## src/rtl/mod_cnt_monitor.sv

```systemverilog
// Receive-side checker for a modulo-MOD count stream: locks onto the sequence, then counts wraps and breaks.
// Build option: define MOD_MON_STICKY_EN to latch the first break in LOCKED into a FAIL state held until rst.
//
// state   | meaning
// --------+-----------------------------------------------------------
// EMPTY   | no usable seed yet; waiting for a legal valid sample
// HUNT    | seeded; counting consecutive correct steps toward lock
// LOCKED  | sequence tracked; wraps counted, mismatches flagged
// FAIL    | (sticky build only) first break latched; frozen until rst
module mod_cnt_monitor #(
    parameter int MOD    = 18,
    parameter int WIDTH  = 5,
    parameter int LOCK_N = 3
) (
    input  logic             clk,
    input  logic             rst,
    input  logic [WIDTH-1:0] cnt_in,
    input  logic             cnt_vld,
    output logic             locked,
    output logic             wrap_pulse,
    output logic             err_pulse,
    output logic [15:0]      wrap_count,
    output logic [7:0]       err_count,
    output logic [WIDTH-1:0] expected
);

    localparam int MC_W = (LOCK_N > 1) ? $clog2(LOCK_N) : 1;

    typedef enum logic [1:0] {
        S_EMPTY  = 2'd0,
        S_HUNT   = 2'd1,
        S_LOCKED = 2'd2
`ifdef MOD_MON_STICKY_EN
        , S_FAIL = 2'd3
`endif
    } state_t;

    state_t          state, state_nxt;
    logic [WIDTH-1:0] exp_nxt;
    logic [MC_W-1:0]  match_cnt, mc_nxt;
    logic             wrap_ev, err_ev;
    logic             legal, hit;
    logic [WIDTH-1:0] succ;

    // One extra bit so MOD == 2**WIDTH still compares correctly.
    assign legal = ({1'b0, cnt_in} < (WIDTH+1)'(MOD));
    assign hit   = legal && (cnt_in == expected);
    assign succ  = (cnt_in == WIDTH'(MOD-1)) ? '0 : cnt_in + 1'b1;

    always_comb begin
        state_nxt = state;
        exp_nxt   = expected;
        mc_nxt    = match_cnt;
        wrap_ev   = 1'b0;
        err_ev    = 1'b0;
        if (cnt_vld) begin
            case (state)
                S_EMPTY: begin
                    if (legal) begin
                        exp_nxt   = succ;
                        mc_nxt    = '0;
                        state_nxt = S_HUNT;
                    end
                end
                S_HUNT: begin
                    if (hit) begin
                        exp_nxt = succ;
                        if (match_cnt == MC_W'(LOCK_N-1)) begin
                            state_nxt = S_LOCKED;
                            mc_nxt    = '0;
                        end else begin
                            mc_nxt = match_cnt + 1'b1;
                        end
                    end else if (legal) begin
                        exp_nxt = succ;
                        mc_nxt  = '0;
                    end else begin
                        state_nxt = S_EMPTY;
                        mc_nxt    = '0;
                    end
                end
                S_LOCKED: begin
                    if (hit) begin
                        exp_nxt = succ;
                        // A matched 0 while locked always follows an accepted MOD-1.
                        wrap_ev = (cnt_in == '0);
                    end else begin
                        err_ev = 1'b1;
`ifdef MOD_MON_STICKY_EN
                        state_nxt = S_FAIL;
`else
                        mc_nxt = '0;
                        if (legal) begin
                            state_nxt = S_HUNT;
                            exp_nxt   = succ;
                        end else begin
                            state_nxt = S_EMPTY;
                        end
`endif
                    end
                end
`ifdef MOD_MON_STICKY_EN
                S_FAIL: begin
                    state_nxt = S_FAIL;
                end
`endif
                default: begin
                    state_nxt = S_EMPTY;
                end
            endcase
        end
    end

    always_ff @(posedge clk) begin
        if (rst) begin
            state      <= S_EMPTY;
            expected   <= '0;
            match_cnt  <= '0;
            wrap_pulse <= 1'b0;
            err_pulse  <= 1'b0;
            wrap_count <= '0;
            err_count  <= '0;
        end else begin
            state      <= state_nxt;
            expected   <= exp_nxt;
            match_cnt  <= mc_nxt;
            wrap_pulse <= wrap_ev;
            err_pulse  <= err_ev;
            if (wrap_ev && (wrap_count != 16'hFFFF))
                wrap_count <= wrap_count + 16'd1;
            if (err_ev && (err_count != 8'hFF))
                err_count <= err_count + 8'd1;
        end
    end

    assign locked = (state == S_LOCKED);

endmodule

```

## config.mk

```make
export PLATFORM = sky130hd
export DESIGN_NAME = mod_cnt_monitor
export DESIGN_NICKNAME = d
export VERILOG_FILES = /design/src/rtl/mod_cnt_monitor.sv
export SDC_FILE = /design/constraint.sdc
export NUM_CORES = 1
export LEC_CHECK = 0
export CORE_UTILIZATION = 45
export DETAILED_ROUTE_END_ITERATION = 8
export GPL_ROUTABILITY_DRIVEN = 0
export PLACE_DENSITY = 0.74
export SLEW_MARGIN = 10
export SYNTH_ARGS = -nofsm -noshare
export SYNTH_HDL_FRONTEND = slang
export SYNTH_SLANG_ARGS = --single-unit
```

## constraint.sdc

```tcl
create_clock -name clk -period 1.9 [get_ports clk]
set_input_delay 0.38 -clock clk [delete_from_list [all_inputs] [get_ports clk]]
set_output_delay 0.38 -clock clk [all_outputs]
set_load 0.01 [all_outputs]
```

==> results.cfg <==
[detailed_routing]
vias_per_cell = 5.468
drtPass1Iterations = 4
drcViolationCount = 0
wire_per_inst_um = 13.17
ant_nets = 0
via_count = 2067
wirelength_mm = 4.977
drtIter0Drc = 114

[sta]
skew_ns = 0.008121
fin_crit_sh_pct = 98.22
fmax_mhz = 535.8
setup_tns_ns = 0
rsz0062_at_grt = yes
hold_violations = 0
finalSetupViolations = 0
slew_viol_final = 0
min_period_ns = 1.866
slew_headroom_pct = 73.91
tightest_slew_ns = 0.3887

[clock_network]
cts_tree = done
clk_pin_slew_ns = 0.07
htreeDepth = 2
clock-sinks = 35
clk_latency_ns = 0.29
hold_buffers = 0
root_buffer = clkbuf_8
cts_buffers = 5
clockBufferDepth = 2

[pwr]
netSwitchingFraction_pct = 26.09
power_density_mw_per_mm2 = 504.4
ir_drop_uv = 482.5
power_frac_comb_pct = 15.1
p_total_uw = 1510
seqPwrFrac_pct = 49.7
power_frac_clock_pct = 35.2
p_switching_uw = 394.0
p_leak_uw = 0.001135
internal_power_uw = 1116

[synthesis]
synth.largest_area_cell = dfxtp_1
netlist_top_cells_count = dfxtp_1, a21oi_1, nor2_1
netlist_area_mm2 = 0.002049
ys_types = 47
synth_edf_count = 0
avgSynthCellArea_um2 = 8.365
synthCells = 245
syn_nets = 262
ys_warn_count = 0
yosysMostFrequentCell = dfxtp_1
synthArstFlopShare_pct = 0
synth_top_area_share_pct = 34.19
synth_seq_cells = 35
ys.flop_type = dfxtp_1
synth.area.top_cells = dfxtp_1, ha_1, a21oi_1
ys_seq_area_share_pct = 34.19

[worst_setup_path]
rr_endpoint = wrap_count[10]$_SDFFE_PP0P_
critPathBufInv = 3
crit_fanout = 8
timing.rr.start = state[0]$_SDFFE_PP0P_
arrival_ns = 2.05
critPathTopFamily = simple AND/OR/NAND/NOR gates
slowest_stage = mux2_4
path_cells = dlygate4sd2_1 -> buf_6 -> nor4_4 -> nand3_2 -> buf_8 -> nor4b_4 -> mux2_4
crit_type = in -> reg
required_ns = 2.08
slowest_delay_ns = 0.32
reg2reg_slack_ns = 0.03
start_kind = primary input
crit_path_end_kind = flop
rr_worst_depth = 8

[hold_path]
hp-start = match_cnt[0]$_SDFFE_PP0P_
min_path_cells = 2
whs_endpoint = match_cnt[0]$_SDFFE_PP0P_
hp-class = reg -> reg

[global_route]
antenna_found_initial = 0
overflow = 0
grt_pass1_vias = 1842
grt_start_max_net_pins = 19
grt_pass1_wl_mm = 8.093
track_usage_pct = 20.68

[placed_design]
portBuffers = 39
dp_hpwl_mm = 3.637

[final_layout]
drive_gt1_share_pct = 25.15
fin_nets = 342
n_antenna_cell = 0
areaGrowthSynthToFinish_pct = 46.09

[floorplan]
dieArea_mm2 = 0.004828
core_mm2 = 0.004354
std_cell_rows = 24
initial_core_util_pct = 47.07
io_pins = 40
dieHeight_um = 69.49
die_x_um = 69.49

[run_status]
status = completed

[flow_run]
cap_violations = 0
==> layer usage <==
metal,GRT usage [%],vias up,routed length (um)
li1,-,1049,-
met4,7.710,0,72
met1,25.50,960,2305
met3,4.070,9,212
met5,0,-,0
met2,35.49,49,2387
==> layout by cell type, fill, tap and decap left out, types with 3 or more instances in the layout <==
| master | netlist | layout |
|---|---|---|
| nand4_1 | 3 | 3 |
| nor3b_1 | 3 | 3 |
| clkdlybuf4s50_1 | 0 | 33 |
| and3_1 | 5 | 4 |
| nand2_1 | 18 | 17 |
| or4_1 | 4 | 4 |
| o21ai_0 | 9 | 8 |
| nor4_1 | 5 | 3 |
| nor2b_1 | 8 | 8 |
| clkbuf_8 | 0 | 5 |
| nand2b_1 | 3 | 3 |
| o21a_1 | 3 | 3 |
| or3_1 | 6 | 6 |
| mux2_2 | 6 | 5 |
| xnor2_1 | 6 | 3 |
| buf_6 | 4 | 3 |
| buf_4 | 0 | 39 |
| nor3_1 | 8 | 7 |
| nor2_1 | 20 | 20 |
| xnor2_2 | 0 | 3 |
| and4_1 | 5 | 5 |
| dfxtp_1 | 35 | 33 |
| ha_1 | 9 | 7 |
| inv_1 | 9 | 6 |
| o31ai_1 | 6 | 6 |
| nand3_1 | 15 | 15 |
| inv_2 | 0 | 3 |
| a21oi_1 | 22 | 22 |
==> layout make-up <==
class,instances,area [um2]
clock buffer,6,72.57
clock inverter,2,12.51
fill,361,1360
inverter,9,33.78
multi-input combinational,190,1340
sequential,35,703.2
tap,52,65.06
timing repair buffer,84,767.0
==> stage by stage <==
stage	util [%]	worst slack, ns	hold slack, ns	cell area (um2)	cells
final	68.76	0.03378	0.5046	2994	378
after global routing	68.76	-0.04989	0.5409	2994	378
after CTS	67.33	0.008628	0.5072	2932	376
after detailed placement	63.65	-0.5507	0.4973	2771	365
after global placement	63.65	-0.4926	0.4826	2771	365
after floorplan	-	0.01084	0.4706	2077	245
==> worst max path at each step <==
stage / start / to / depth (start not counted)
5_1_grt: state[0]$_SDFFE_PP0P_ / wrap_count[10]$_SDFFE_PP0P_ / 8
3_3_place_gp: cnt_in[1] / wrap_count[3]$_SDFFE_PP0P_ / 9
4_1_cts: cnt_in[3] / wrap_count[3]$_SDFFE_PP0P_ / 7
2_1_floorplan: cnt_in[1] / wrap_count[10]$_SDFFE_PP0P_ / 8
3_5_place_dp: cnt_in[1] / wrap_count[10]$_SDFFE_PP0P_ / 9
6_report: cnt_in[2] / wrap_count[10]$_SDFFE_PP0P_ / 7
==> worst min-delay path, cell delays in order (launching register included) <==
cell and delay (ns):
dfxtp_1 0.33, o21ai_0 0.07, a21oi_1 0.06
==> registers in the layout, summed over array words and instances, names as in the netlist, named ones only <==
| register | cells |
|---|---|
| err_pulse | 1 |
| match_cnt | 2 |
| expected | 4 |
| wrap_pulse | 1 |
| err_count | 8 |
| state | 2 |
| wrap_count | 16 |
==> logic make-up (layout without fill, tap and decap cells) <==
logic type | Yosys count | count (layout) | synth area share (%)
xor gates and xnor gates | 8 | 8 | 3.419
muxes | 8 | 8 | 4.273
adders and majority gates | 9 | 9 | 5.495
AOI/OAI and AO/OA | 53 | 53 | 16.42
buffers and inverters | 20 | 101 | 5.250
DFF | 35 | 35 | 34.19
and+or+nand+nor | 112 | 112 | 30.95
==> power by group through the flow <==
stage / Sequential, uW / Combinational [uW] / Clock, uW
floorplan: 768 / 105 / 0
global placement: 766 / 202 / 0
detailed placement: 766 / 207 / 0
CTS: 750 / 214 / 547
global route: 752 / 250 / 576
finish: 751 / 227 / 532
==> repair_timing <==
item / CTS / global route
pin swaps: 9 / 3
setup endpoints to repair: 22 / 10
resized for setup: 25 / 12
setup buffers: 2 / 2
gates cloned: 1 / 0
No activity file was read; power rests on OpenSTA's default activity.
